**src/rtl/agc_timing_pkg.sv**
```systemverilog
// Shared timing definitions for the AGC timepulse sequencer: state encoding,
// timepulse count, named T01..T12 bit positions and the one-hot rotate helper.
package agc_timing_pkg;

    localparam int NUM_TP = 12;

    localparam logic [1:0] IDLE = 2'd0;
    localparam logic [1:0] RUN  = 2'd1;
    localparam logic [1:0] STEP = 2'd2;
    localparam logic [1:0] HALT = 2'd3;

    typedef enum logic [1:0] {
        ST_IDLE = IDLE,
        ST_RUN  = RUN,
        ST_STEP = STEP,
        ST_HALT = HALT
    } seq_state_t;

    localparam int T01 = 0;
    localparam int T02 = 1;
    localparam int T03 = 2;
    localparam int T04 = 3;
    localparam int T05 = 4;
    localparam int T06 = 5;
    localparam int T07 = 6;
    localparam int T08 = 7;
    localparam int T09 = 8;
    localparam int T10 = 9;
    localparam int T11 = 10;
    localparam int T12 = 11;

    function automatic logic [NUM_TP-1:0] tp_rotl(input logic [NUM_TP-1:0] v);
        return {v[NUM_TP-2:0], v[NUM_TP-1]};
    endfunction

endpackage

```
**src/rtl/agc_tp_sequencer_tp_ring.sv**
```systemverilog
// tp_ring: sub-cycle counter plus one-hot timepulse rotator. clr forces the ring
// to all-zero; an enabled ring with no active pulse starts at T01, sub-cycle 0.
module tp_ring
    import agc_timing_pkg::*;
#(
    parameter int SUB_PER_TP = 4,
    parameter int SUB_W      = 2
) (
    input  logic              clk,
    input  logic              rst,
    input  logic              en,
    input  logic              clr,
    output logic [NUM_TP-1:0] tp,
    output logic [SUB_W-1:0]  sub_ctr,
    output logic              mct_end
);

    localparam logic [SUB_W-1:0] SUB_LAST = SUB_W'(SUB_PER_TP - 1);

    logic [NUM_TP-1:0] tp_n;
    logic [SUB_W-1:0]  sub_n;
    logic              end_n;

    always_comb begin
        tp_n  = tp;
        sub_n = sub_ctr;
        if (clr) begin
            tp_n  = '0;
            sub_n = '0;
        end else if (en) begin
            if (tp == '0) begin
                tp_n      = '0;
                tp_n[T01] = 1'b1;
                sub_n     = '0;
            end else if (sub_ctr == SUB_LAST) begin
                tp_n  = tp_rotl(tp);
                sub_n = '0;
            end else begin
                sub_n = sub_ctr + 1'b1;
            end
        end
        // mct_end is registered alongside tp so it lines up with the last sub-cycle of T12
        end_n = tp_n[T12] && (sub_n == SUB_LAST);
    end

    always_ff @(posedge clk) begin
        if (rst) begin
            tp      <= '0;
            sub_ctr <= '0;
            mct_end <= 1'b0;
        end else begin
            tp      <= tp_n;
            sub_ctr <= sub_n;
            mct_end <= end_n;
        end
    end

endmodule

```
**src/rtl/agc_tp_sequencer.sv**
```systemverilog
// Timepulse sequencer top: run/stop/step FSM, pending-stop flag and memory-cycle
// counter. The counter exists only when TPG_CYCLE_COUNT_EN is defined.
module agc_tp_sequencer
    import agc_timing_pkg::*;
#(
    parameter int SUB_PER_TP = 4,
    parameter int CNT_W      = 16,
    localparam int SUB_W     = $clog2(SUB_PER_TP)
) (
    input  logic              clk,
    input  logic              rst,
    input  logic              run,
    input  logic              stop_req,
    input  logic              step_req,
    output logic [NUM_TP-1:0] tp,
    output logic [SUB_W-1:0]  sub_ctr,
    output logic              mct_end,
    output logic              halted,
    output logic [CNT_W-1:0]  mct_count
);

    seq_state_t state, state_n;
    logic       stop_pend;
    logic       running, running_n, ring_clr;

    always_ff @(posedge clk) begin
        if (rst) begin
            state <= ST_IDLE;
        end else begin
            state <= state_n;
        end
    end

    always_comb begin
        state_n = state;
        case (state)
            ST_IDLE: begin
                if (run) state_n = ST_RUN;
            end
            ST_RUN: begin
                // a stop arriving in the very last clk still halts at this boundary
                if (mct_end && (stop_pend || stop_req)) state_n = ST_HALT;
            end
            ST_STEP: begin
                if (mct_end) state_n = ST_HALT;
            end
            ST_HALT: begin
                if (run)           state_n = ST_RUN;
                else if (step_req) state_n = ST_STEP;
            end
            default: state_n = ST_IDLE;
        endcase
    end

    assign running   = (state == ST_RUN) || (state == ST_STEP);
    assign running_n = (state_n == ST_RUN) || (state_n == ST_STEP);
    // ring starts one clk after entering RUN/STEP and blanks on the edge that leaves
    assign ring_clr  = !(running && running_n);

    always_ff @(posedge clk) begin
        if (rst) begin
            stop_pend <= 1'b0;
            halted    <= 1'b0;
        end else begin
            halted <= (state_n == ST_HALT);
            if (state_n == ST_HALT)
                stop_pend <= 1'b0;
            else if (state == ST_RUN && stop_req)
                stop_pend <= 1'b1;
        end
    end

    tp_ring #(
        .SUB_PER_TP (SUB_PER_TP),
        .SUB_W      (SUB_W)
    ) u_ring (
        .clk     (clk),
        .rst     (rst),
        .en      (running),
        .clr     (ring_clr),
        .tp      (tp),
        .sub_ctr (sub_ctr),
        .mct_end (mct_end)
    );

`ifdef TPG_CYCLE_COUNT_EN
    logic [CNT_W-1:0] mct_count_q;

    always_ff @(posedge clk) begin
        if (rst) begin
            mct_count_q <= '0;
        end else if (mct_end) begin
            mct_count_q <= mct_count_q + 1'b1;
        end
    end

    assign mct_count = mct_count_q;
`else
    assign mct_count = '0;
`endif

endmodule
```
**config.mk**
```make
export PLATFORM = sky130hd
export DESIGN_NAME = agc_tp_sequencer
export DESIGN_NICKNAME = d
export VERILOG_FILES = /design/src/rtl/agc_timing_pkg.sv /design/src/rtl/agc_tp_sequencer_tp_ring.sv /design/src/rtl/agc_tp_sequencer.sv
export SDC_FILE = /design/constraint.sdc
export NUM_CORES = 1
export LEC_CHECK = 0
export ABC_AREA = 1
export CORE_AREA = 2 2 52 54
export CTS_BUF_LIST = sky130_fd_sc_hd__clkbuf_8
export CTS_CLUSTER_SIZE = 14
export DETAILED_ROUTE_END_ITERATION = 7
export DIE_AREA = 0 0 54 56
export GPL_TIMING_DRIVEN = 0
export PLACE_DENSITY = 0.77
export SYNTH_ARGS = -nofsm -noshare
export SYNTH_HDL_FRONTEND = slang
export SYNTH_HIERARCHICAL = 1
export SYNTH_SLANG_ARGS = --single-unit
```
**constraint.sdc**
```tcl
create_clock -name clk -period 2.5 [get_ports clk]
set_clock_uncertainty 0.15 [all_clocks]
set_input_delay 0.375 -clock clk [delete_from_list [all_inputs] [get_ports clk]]
set_output_delay 0.375 -clock clk [all_outputs]
set_load 0.01 [all_outputs]
```
=== Word level (Yosys, flattened, before mapping) ===
Index checks and enable logic that the tools add are counted.
Widths: inputs -> output; s select.

* Register bits after elaboration: 19
* Bits of input ports: 5
* Logic and storage cells: 44

* Eq/ne operators: 8
* Bitwise operators: 1
* Mux-type cells: 14
* Reductions and logical operators: 13
* $add $sub $neg: 1

{| class="wikitable"
|+ Operator list
! operator !! count
|-
| $mux 12 || 4
|-
| $mux 2 || 9
|-
| $eq 2x2->1 const B || 6
|-
| $logic_not 12->1 || 1
|-
| $pmux 2 s4 || 1
|-
| $eq 2x1->1 const B || 2
|-
| $logic_and 1x1->1 || 4
|-
| $reduce_or 2->1 || 2
|-
| $logic_or 1x1->1 || 3
|-
| $add 2x1->2 const B || 1
|-
| $logic_not 2->1 || 1
|-
| $reduce_and 2->1 || 1
|-
| $reduce_bool 2->1 || 1
|-
| $not 1->1 || 1
|}

=== Logic depth before layout (Yosys ltp) ===
Gate-level depths: netlist (run 1).

* Depth in word-level cells: 10
* Mapped depth: 15
* Depth with buffers taken out: 15

=== Modules after synthesis ===
Netlist (run 1), hierarchy kept.

{| class="wikitable"
|+ By module, submodules not included
! module !! sequential area each (µm²) !! instances !! area an instance (µm²) !! cells an instance
|-
| tp_ring || 300.3 || 1 || 631.9 || 86
|-
| agc_tp_sequencer || 80.1 || 1 || 415.4 || 61
|}

=== Least setup slack after synthesis (run 1) ===
No wires, ideal clock.

* Kind: reg-to-reg
* Start point: reg state[1]
* End point: reg u_ring.sub_ctr[1]
* Cell stages (with the launch flop): 13
* Setup time: 0.132 ns
* Slack: 0.350 ns
* Arrival time: 1.868 ns
* Cell sequence: dfxtp_1 > inv_1 > ha_1 > inv_1 > nand3_1 > o21ai_0 > nand2_1 > ha_1 > nand2_1 > nor2_1 > inv_1 > clkbuf_1 > a21oi_1

* Elaborated cells on any way between the ends: 17

{| class="wikitable"
|+ RTL lines
! item !! RTL line !! RTL
|-
| from (decl) || agc_tp_sequencer.sv:22 || <nowiki>seq_state_t state, state_n;</nowiki>
|-
| from (signal assigned) || agc_tp_sequencer.sv:30 || <nowiki>state <= state_n;</nowiki>
|-
| $eq 2x2->1, or another cell as far along || agc_tp_sequencer.sv:36 || <nowiki>case (state)</nowiki>
|-
| $pmux 2 s4 (*) || agc_tp_sequencer.sv:36 ||
|-
| net state_n[0] || agc_tp_sequencer.sv:22 ||
|-
| $eq 2x1->1 or $eq 2x2->1 (tied branches) || agc_tp_sequencer.sv:56 || <nowiki>assign running_n = (state_n == ST_RUN) || (state_n == ST_STEP);</nowiki>
|-
| $logic_or 1x1->1 (*) || agc_tp_sequencer.sv:56 ||
|-
| $logic_and 1x1->1 (*) || agc_tp_sequencer.sv:58 || <nowiki>assign ring_clr = !(running && running_n);</nowiki>
|-
| $mux 2 (*) || agc_tp_sequencer_tp_ring.sv:27 || <nowiki>if (clr) begin</nowiki>
|-
| to (signal assigned) || agc_tp_sequencer_tp_ring.sv:53 || <nowiki>sub_ctr <= sub_n;</nowiki>
|-
| to (decl) || agc_tp_sequencer_tp_ring.sv:14 || <nowiki>output logic [SUB_W-1:0] sub_ctr,</nowiki>
|}

Mark *: on every way through the listed nets, which the timed path passes. The rest lies on a longest branch.
A chain may end at the register's enable or synchronous reset.

=== Worst setup path in the final report (run 1) ===
* Start point: reg state[0]
* End point: reg u_ring.mct_end

* Word-level cells in the longest chain between the ends: 9
* Elaborated cells on any way between the ends: 21

{| class="wikitable"
|+ RTL lines
! item !! RTL line !! RTL
|-
| $mux 2 || agc_tp_sequencer.sv:49 || <nowiki>else if (step_req) state_n = ST_STEP;</nowiki>
|-
| $mux 2 || agc_tp_sequencer.sv:48 || <nowiki>if (run) state_n = ST_RUN;</nowiki>
|-
| $pmux 2 s4 (*) || agc_tp_sequencer.sv:36 ||
|-
| net state_n[0] || agc_tp_sequencer.sv:22 ||
|-
| $eq 2x1->1 or $eq 2x2->1 (tied branches) || agc_tp_sequencer.sv:56 ||
|-
| $logic_or 1x1->1 (*) || agc_tp_sequencer.sv:56 ||
|-
| $logic_and 1x1->1 (*) || agc_tp_sequencer.sv:58 ||
|-
| $mux 2 || agc_tp_sequencer_tp_ring.sv:27 ||
|-
| $eq 2x2->1 || agc_tp_sequencer_tp_ring.sv:43 || <nowiki>end_n = tp_n[T12] && (sub_n == SUB_LAST);</nowiki>
|-
| $logic_and 1x1->1 (*) || agc_tp_sequencer_tp_ring.sv:43 ||
|-
| to (signal assigned) || agc_tp_sequencer_tp_ring.sv:54 || <nowiki>mct_end <= end_n;</nowiki>
|-
| to (decl) || agc_tp_sequencer_tp_ring.sv:15 || <nowiki>output logic mct_end</nowiki>
|}

Marked as above.

==> results.py, run 1 <==
metrics = {
    "pwr": {
        "peakVddDrop_mv": 0.406,
        "p_per_area_nw_per_um2": 572,
        "p_leak_nw": 0.622,
        "p_seq_frac": 0.417,
        "internal-power_uw": 531,
        "pwr-share-comb": 0.316,
        "power_uw": 797,
        "p_clk_frac": 0.266,
        "netSwitchingFraction": 0.334,
        "switching_power_uw": 266,
    },
    "cts": {
        "numClockSinks": 19,
        "cts.clk_slew.worst_paths_ps": 70,
        "post_cts_buffers": 0,
        "root_buffer": "clkbuf_8",
        "holdBufCountCts": 0,
        "clk_latency_ps": 260,
        "numCtsBuffers": 3,
        "clockBufferDepth": 2,
        "cts_tree": "done",
        "htreeDepth": 1,
    },
    "setup_path": {
        "cpPeakStageDelay_ps": 360,
        "critical_path.cell_chain": "inv_1 > ha_1 > inv_1 > nand3_1 > o21ai_2 > nand2_1 > ha_1 > nand2_1 > nor2_2 > o21ai_0 > a21oi_1 > nand2_1 > nor2_1",
        "end_kind": "flop",
        "startpoint_type": "flop",
        "slowest_stage": "dfxtp_1",
        "required_ps": 2550,
        "rrSetupSlack_ps": 300,
        "critPathMaxFanout": 4,
        "critPathBufInv": 2,
        "path_common_cell": "nand2_1",
        "arrival_ps": 2250,
        "crit_family": "simple AND/OR/NAND/NOR gates",
        "timing.setup.critical_path_class": "reg -> reg",
    },
    "synthesis": {
        "syn_inst": 147,
        "synth_seq_cells": 19,
        "avgSynthCellArea_um2": 7.12,
        "synth_cell_types": 18,
        "synth_warnings": 6,
        "synth_area_leaders": "dfxtp_1 (36%), nand2_1 (12%), buf_4 (11%), a21oi_1 (7.2%), ha_1 (7.2%)",
        "synth_area_um2": 1050,
        "synth_top_area_share": 0.363,
        "synth.largest_area_cell": "dfxtp_1",
        "yosysSeqAreaShare": 0.363,
    },
    "finish": {
        "final_common_cell": "nand2_1",
        "n_fill_cell": 226,
        "fin_nets": 197,
        "syn2layout_area_growth_pct": 33.1,
        "drive_gt1_frac": 0.195,
        "layout_common_cells": "nand2_1 (33), clkdlybuf4s50_1 (20), dfxtp_1 (18)",
        "multi_input_area_um2": 533,
        "fin_area_um2": 1390,
        "regArea_um2": 384,
        "finalNonFillerCells": 215,
        "n_antenna_cell": 0,
    },
    "place": {
        "post-place-ws_ps": -48.2,
        "place_congestion": 0.721,
        "io_buffers": 20,
        "dpl_cell_area_um2": 1340,
        "post-place-cells": 212,
        "place_hpwl_mm": 1.53,
    },
    "sta": {
        "max_clock_freq_mhz": 455,
        "hold_viol": 0,
        "setup_violations": 0,
        "slew_violations": 0,
        "setup_ws_ps": 302,
        "finalSetupTns_ps": 0,
        "period_share": 0.879,
        "period_minus_slack_ps": 2200,
    },
    "floorplanning": {
        "num_rows": 18,
        "die_y_um": 56,
        "dieArea_um2": 3020,
        "pin_count": 37,
        "start_util": 0.431,
        "coreArea_um2": 2430,
        "die_w_um": 54,
    },
    "route": {
        "wl_mm": 2.04,
        "vias": 952,
        "drc": 0,
        "drtPass1Iterations": 4,
        "vias_per_cell": 4.43,
        "drt-wirelength-per-cell_um": 9.51,
        "drt_iter0_markers": 29,
        "drtAntennaViolNets": 0,
    },
    "global_routing": {
        "antenna_found_initial": 0,
        "grt_max_degree": 12,
        "grt_pass1_wl_mm": 3.24,
        "grt-ovfl-total": 0,
        "first_global_vias": 827,
        "grtUsageTotal": 0.141,
    },
    "min_path": {
        "hold_class": "reg -> reg",
    },
    "job": {
        "maxCapViolCount": 0,
    },
    "outcome": {
        "status": "finished clean",
    },
}
==> tightest hold or removal path: stages (launching register included) <==
cell	delay [ps]
dfxtp_1	330
nand2_1	70
a21oi_1	50
==> per-stage QoR <==
stage	utilization	hold slack (ps)
6_report	0.573	346
5_1_grt	0.573	363
3_3_place_gp	0.551	326
4_1_cts	0.569	351
3_5_place_dp	0.551	337
2_1_floorplan	-	292
==> layer usage <==
layer	global-route usage	vias to the layer above	wire length (µm)
met5	0	-	0
met4	0.0643	0	24
met3	0.0296	2	140
met2	0.244	38	996
met1	0.158	415	882
li1	-	497	-
==> power by group through the flow <==
stage               Combinational [mW]  Clock, mW  Sequential, mW
finish                           0.252      0.212           0.333
floorplan                        0.193          0           0.338
global placement                 0.242          0           0.337
detailed placement               0.250          0           0.338
CTS                              0.249      0.223           0.331
global route                     0.293      0.235           0.335
==> state kept, by name (all words and copies together), names as in the netlist <==
signal	count
stop_pend	1
halted	1
u_ring/tp	12
u_ring/sub_ctr	2
u_ring/mct_end	1
state	2
==> what timing repair did <==
item / in CTS / in global routing
pin swaps: 0 / 1
setup endpoints to repair: 10 / 14
resized for setup: 0 / 5
==> synthesized netlist by cell type <==
cell type   n
a21oi_1    15
a21oi_2     1
and2_4      1
buf_2       1
buf_4      16
buf_6       1
clkbuf_1    1
conb_1      1
dfxtp_1    19
ha_1        6
inv_1      15
nand2_1    33
nand2_2     8
nand3_1     4
nor2_1     18
nor2_2      1
o21ai_0     5
or3_1       1
==> area by class of cell <==
class                           count  area share
Buffer                             18      0.0978
Multi-Input combinational cell    109       0.382
Clock inverter                      1     0.00359
Inverter                           15      0.0404
Tap cell                           30      0.0269
Timing Repair Buffer               20       0.144
Clock buffer                        3      0.0296
Sequential cell                    19       0.276
==> logic make-up after synthesis <==
kind of cell / after synthesis / share of synthesized area
compound gates: 21 / 0.104
fa+ha+maj: 6 / 0.0717
buf+inv: 34 / 0.188
simple gates: 66 / 0.270
other cells: 1 / 0.00358
flops: 19 / 0.363
==> path summary, 6_finish.rpt <==
check | end | from | cells after the start
max | u_ring/mct_end$_SDFF_PP0_ | state[0]$_SDFF_PP0_ | 13
min | u_ring/tp[8]$_SDFFE_PP0P_ | u_ring/tp[8]$_SDFFE_PP0P_ | 2
max reg2reg | u_ring/mct_end$_SDFF_PP0_ | state[0]$_SDFF_PP0_ | 13
min reg2reg | u_ring/tp[8]$_SDFFE_PP0P_ | u_ring/tp[8]$_SDFFE_PP0P_ | 2
No activity file was read; power rests on OpenSTA's default activity.
==> run 2: changes to the inputs <==
--- a/config.mk
+++ b/config.mk
@@ -6,13 +6,12 @@
 export NUM_CORES = 1
 export LEC_CHECK = 0
 export ABC_AREA = 1
-export CORE_AREA = 2 2 52 54
+export CORE_AREA = 2 2 58 49
 export CTS_BUF_LIST = sky130_fd_sc_hd__clkbuf_8
-export CTS_CLUSTER_SIZE = 14
 export DETAILED_ROUTE_END_ITERATION = 7
-export DIE_AREA = 0 0 54 56
+export DIE_AREA = 0 0 60 51
 export GPL_TIMING_DRIVEN = 0
-export PLACE_DENSITY = 0.77
+export PLACE_DENSITY = 0.76
 export SYNTH_ARGS = -nofsm -noshare
 export SYNTH_HDL_FRONTEND = slang
 export SYNTH_HIERARCHICAL = 1
==> constraint.sdc (replaced) <==
create_clock -name clk -period 2.14 [get_ports clk]
set_clock_uncertainty 0.15 [all_clocks]
set_input_delay 0.321 -clock clk [delete_from_list [all_inputs] [get_ports clk]]
set_output_delay 0.321 -clock clk [all_outputs]
set_load 0.01 [all_outputs]
==> results.py, run 2 (same netlist as run 1, synthesis figures left out) <==
metrics = {
    "cts": {
        "clockBufferDepth": 2,
        "cts_tree": "done",
        "cts.clk_slew.worst_paths_ps": 70,
        "htreeDepth": 1,
        "clk_latency_ps": 250,
        "holdBufCountCts": 0,
        "numCtsBuffers": 3,
        "numClockSinks": 19,
        "root_buffer": "clkbuf_8",
    },
    "route": {
        "drtAntennaViolNets": 0,
        "wl_mm": 2.13,
        "drt_iter0_markers": 8,
        "drtPass1Iterations": 4,
        "drt-wirelength-per-cell_um": 9.38,
        "vias_per_cell": 4.16,
        "drc": 0,
        "vias": 945,
    },
    "place": {
        "place_congestion": 0.813,
        "post-place-cells": 220,
        "io_buffers": 20,
        "place_hpwl_mm": 1.54,
        "post-place-ws_ps": -334,
        "dpl_cell_area_um2": 1350,
    },
    "sta": {
        "max_clock_freq_mhz": 479,
        "rsz0062_at_grt": "yes",
        "slew_violations": 0,
        "finalSetupTns_ps": 0,
        "hold_viol": 0,
        "timing.hold.ws_ps": 343,
        "setup_ws_ps": 51.3,
        "setup_violations": 0,
        "period_share": 0.976,
        "period_minus_slack_ps": 2090,
    },
    "floorplanning": {
        "die_w_um": 60,
        "die_y_um": 51,
        "num_rows": 17,
        "start_util": 0.407,
        "coreArea_um2": 2570,
        "dieArea_um2": 3060,
        "pin_count": 37,
    },
    "pwr": {
        "power_mw": 1.04,
        "peakVddDrop_mv": 0.483,
        "p_per_area_nw_per_um2": 694,
        "p_leak_nw": 0.657,
    },
    "finish": {
        "fin_area_um2": 1490,
        "largest_register_ff_count": 12,
        "syn2layout_area_growth_pct": 42.5,
        "fin_nets": 201,
        "n_antenna_cell": 0,
        "final_common_cell": "nand2_1",
        "reg_top3": "u_ring/tp: 12 flops, state: 2 flops, u_ring/sub_ctr: 2 flops",
        "final_core_util": 0.580,
        "layout_common_cells": "nand2_1 (31), buf_4 (19), clkdlybuf4s50_1 (19)",
        "n_fill_cell": 226,
        "largest_register": "u_ring/tp",
        "finalNonFillerCells": 227,
        "drive_gt1_frac": 0.270,
    },
    "setup_path": {
        "slowest_stage": "dfxtp_4",
        "timing.setup.critical_path_class": "reg -> reg",
        "worst-r2r-cell-count": 15,
        "required_ps": 2180,
        "rrSetupSlack_ps": 50,
        "arrival_ps": 2130,
        "cpPeakStageDelay_ps": 390,
        "startpoint_type": "flop",
        "path_common_cell": "nand2_2",
        "end_kind": "flop",
        "rr_startpoint": "state[1]$_SDFF_PP0_",
        "critPathMaxFanout": 5,
        "timing.rr.end": "u_ring/mct_end$_SDFF_PP0_",
        "critical_path.cell_chain": "inv_4 > ha_4 > inv_4 > nand2_2 > nor2_1 > nand2_1 > nand2_2 > inv_1 > ha_1 > nand2_2 > nor2_4 > o21ai_1 > a21oi_1 > nand2_1 > nor2_1",
    },
    "min_path": {
        "hold_class": "reg -> reg",
        "hold_path_depth": 2,
        "min_from": "u_ring/tp[4]$_SDFFE_PP0P_",
        "worstHoldEndpoint": "u_ring/tp[4]$_SDFFE_PP0P_",
    },
    "global_routing": {
        "grt_max_degree": 11,
        "grt-ovfl-total": 0,
        "grt_pass1_wl_mm": 3.41,
        "grtUsageTotal": 0.143,
        "antenna_found_initial": 0,
        "first_global_vias": 848,
    },
    "outcome": {
        "status": "finished clean",
    },
    "job": {
        "maxCapViolCount": 0,
    },
}
-- run 2: repair_timing --
action                                  CTS  global route
resized for setup                         9            20
cloned                                    0             0
buffers inserted                          1             2
pin swaps                                 1            11
endpoints found under the setup margin   15            12
-- run 2: area by class of cell --
cell class | instances | area (µm²) | area share
buffer | 19 | 150 | 0.101
clock buffer | 3 | 41.3 | 0.0277
clock inverter | 1 | 3.75 | 0.00251
inverter | 15 | 63.8 | 0.0427
multi-input combinational | 109 | 573 | 0.384
sequential | 19 | 388 | 0.260
tap | 38 | 47.5 | 0.0319
timing repair buffer | 23 | 225 | 0.151
-- run 2: worst max-delay path: cells and delay by family, from the launching register on --
kind                       cells  cell delay [ps]
DFF                            1              390
adders and majority gates      2              440
and+or+nand+nor                8              650
buffers and inverters          3              160
AOI/OAI and AO/OA              2              230
-- run 2: worst max-delay path by stage --
stage                             start                        end  slack (ps)  cells after the start
floorplan           state[1]$_SDFF_PP0_  u_ring/mct_end$_SDFF_PP0_          30                     13
global placement    state[1]$_SDFF_PP0_  u_ring/mct_end$_SDFF_PP0_        -210                     13
detailed placement  state[1]$_SDFF_PP0_  u_ring/tp[5]$_SDFFE_PP0P_        -330                     12
CTS                 state[0]$_SDFF_PP0_  u_ring/tp[5]$_SDFFE_PP0P_           3                     14
global route        state[1]$_SDFF_PP0_  u_ring/mct_end$_SDFF_PP0_         -70                     15
finish              state[1]$_SDFF_PP0_  u_ring/mct_end$_SDFF_PP0_          50                     15
-- run 2: layer usage --
metal	track usage	vias to the layer above	part of all wire
met4	0.0444	0	0.012
li1	-	507	-
met3	0.0380	4	0.058
met1	0.180	398	0.47
met2	0.237	36	0.46
met5	0	-	0
-- run 2: power by group --
part	internal, mW	leakage, nW	switching (mW)	total [mW]
sequential	0.374	0.155	0.0215	0.396
combinational	0.183	0.475	0.219	0.402
clock	0.127	0.0269	0.110	0.238
total	0.685	0.657	0.351	1.04
==> run 3: changes to the inputs <==
--- a/config.mk
+++ b/config.mk
@@ -10,8 +10,8 @@
 export CTS_BUF_LIST = sky130_fd_sc_hd__clkbuf_8
 export DETAILED_ROUTE_END_ITERATION = 7
 export DIE_AREA = 0 0 60 51
-export GPL_TIMING_DRIVEN = 0
 export PLACE_DENSITY = 0.76
+export SETUP_SLACK_MARGIN = 0.2
 export SYNTH_ARGS = -nofsm -noshare
 export SYNTH_HDL_FRONTEND = slang
 export SYNTH_HIERARCHICAL = 1
==> results.py, run 3 (same netlist as run 1, synthesis figures left out) <==
metrics = {
    "route": {
        "drt-wirelength-per-cell_um": 11.8,
        "drtAntennaViolNets": 0,
        "wl_mm": 2.59,
        "vias": 992,
        "vias_per_cell": 4.53,
        "topRoutingLayerUsed": "met4",
        "drt_iter0_markers": 13,
        "wl_met2_mm": 1.32,
        "drc": 0,
        "drtPass1Iterations": 3,
        "wl_met3_um": 74,
        "met1Wirelength_mm": 1.14,
    },
    "cts": {
        "numCtsBuffers": 3,
        "holdBufCountCts": 0,
        "clk_latency_ps": 260,
        "numClockSinks": 19,
        "cts.clk_slew.worst_paths_ps": 80,
        "clockBufferDepth": 2,
        "cts_tree": "done",
        "root_buffer": "clkbuf_8",
        "htreeDepth": 1,
    },
    "setup_path": {
        "required_ps": 2180,
        "crit_family": "simple AND/OR/NAND/NOR gates",
        "arrival_ps": 2080,
        "critPathMaxFanout": 6,
        "critical_path.cell_chain": "inv_4 > ha_4 > inv_4 > nand2_2 > nor2_1 > nand2_1 > nand2_2 > inv_2 > ha_4 > nand2_4 > nor2_4 > o21ai_2 > a21oi_2 > nand2_1 > nor2_1",
        "timing.setup.critical_path_class": "reg -> reg",
        "critPathBufInv": 3,
        "startpoint_type": "flop",
        "cpPeakStageDelay_ps": 420,
        "end_kind": "flop",
        "slowest_stage": "dfxtp_4",
    },
    "finish": {
        "n_fill_cell": 219,
        "n_antenna_cell": 0,
        "largest_register_ff_count": 12,
        "fin_area_um2": 1510,
        "final_core_util": 0.587,
        "final_common_cell": "nand2_1",
        "reg_top3": "u_ring/tp: 12 flops, state: 2 flops, u_ring/sub_ctr: 2 flops",
        "layout_common_cells": "nand2_1 (30), clkdlybuf4s50_1 (20), dfxtp_1 (17)",
        "fin_nets": 193,
        "largest_register": "u_ring/tp",
        "drive_gt1_frac": 0.320,
        "finalNonFillerCells": 219,
        "syn2layout_area_growth_pct": 44.2,
    },
    "job": {
        "maxCapViolCount": 0,
    },
    "global_routing": {
        "grt_max_degree": 12,
        "grt_pass1_wl_mm": 3.89,
        "grt-ovfl-total": 0,
        "grtUsageTotal": 0.168,
        "first_global_vias": 897,
        "antenna_found_initial": 0,
    },
    "floorplanning": {
        "dieArea_um2": 3060,
        "pin_count": 37,
        "coreArea_um2": 2570,
        "num_rows": 17,
        "die_w_um": 60,
        "die_y_um": 51,
        "start_util": 0.407,
    },
    "place": {
        "place_congestion": 0.802,
        "io_buffers": 20,
        "dpl_cell_area_um2": 1210,
        "place_hpwl_mm": 1.49,
        "post-place-ws_ps": -184,
        "post-place-cells": 201,
    },
    "pwr": {
        "p_seq_frac": 0.338,
        "power_mw": 1.18,
        "p_leak_nw": 0.599,
        "netSwitchingFraction": 0.364,
        "internal-power_uw": 753,
        "switching_power_uw": 432,
        "p_clk_frac": 0.208,
        "pwr-share-comb": 0.454,
        "p_per_area_nw_per_um2": 784,
        "peakVddDrop_mv": 0.346,
    },
    "sta": {
        "hold_viol": 0,
        "setup_ws_ps": 102,
        "setup_violations": 0,
        "rsz0062_at_grt": "yes",
        "max_clock_freq_mhz": 491,
        "period_minus_slack_ps": 2040,
        "slew_violations": 0,
        "finalSetupTns_ps": 0,
        "period_share": 0.952,
        "timing.hold.ws_ps": 356,
    },
    "outcome": {
        "status": "finished clean",
    },
    "min_path": {
        "hold_class": "reg -> reg",
    },
}
run 3: worst reg2reg max path, stage by stage, from the launching register on:
cell	delay, ps
dfxtp_4	420
inv_4	60
ha_4	160
inv_4	70
nand2_2	40
nor2_1	100
nand2_1	70
nand2_2	70
inv_2	40
ha_4	280
nand2_4	60
nor2_4	110
o21ai_2	70
a21oi_2	130
nand2_1	70
nor2_1	80
run 3: worst paths after layout:
check	start	end	slack, ps	cells past startpoint
hold reg to reg	u_ring/tp[3]$_SDFFE_PP0P_	u_ring/tp[3]$_SDFFE_PP0P_	360	2
setup reg to reg	state[1]$_SDFF_PP0_	u_ring/mct_end$_SDFF_PP0_	100	15
hold / removal	u_ring/tp[3]$_SDFFE_PP0P_	u_ring/tp[3]$_SDFFE_PP0P_	360	2
setup / recovery	state[1]$_SDFF_PP0_	u_ring/mct_end$_SDFF_PP0_	100	15
run 3: layer usage:
layer	global-route usage	up-vias
li1	-	490
met1	0.203	467
met2	0.283	29
met3	0.0380	6
met4	0.0704	0
met5	0	-
run 3: cell type report:
type / count / area [µm²] / area share
Clock buffer: 3 / 41.3 / 0.0273
Clock inverter: 1 / 3.75 / 0.00249
Inverter: 15 / 68.8 / 0.0456
Multi-Input combinational cell: 109 / 652 / 0.432
Sequential cell: 19 / 388 / 0.257
Tap cell: 38 / 47.5 / 0.0315
Timing Repair Buffer: 34 / 309 / 0.205
run 3: repair_timing:
item / in CTS / in global routing
gates resized for setup: 17 / 25
setup buffers: 12 / 2
endpoints found under the setup margin: 15 / 16
pin swaps: 11 / 14
run 3: power groups by stage:
| stage | sequential (mW) | combinational (mW) | clock [mW] |
|---|---|---|---|
| floorplan | 0.396 | 0.231 | 0 |
| global placement | 0.396 | 0.246 | 0 |
| detailed placement | 0.398 | 0.257 | 0 |
| CTS | 0.396 | 0.411 | 0.245 |
| global route | 0.402 | 0.574 | 0.266 |
| finish | 0.400 | 0.538 | 0.246 |
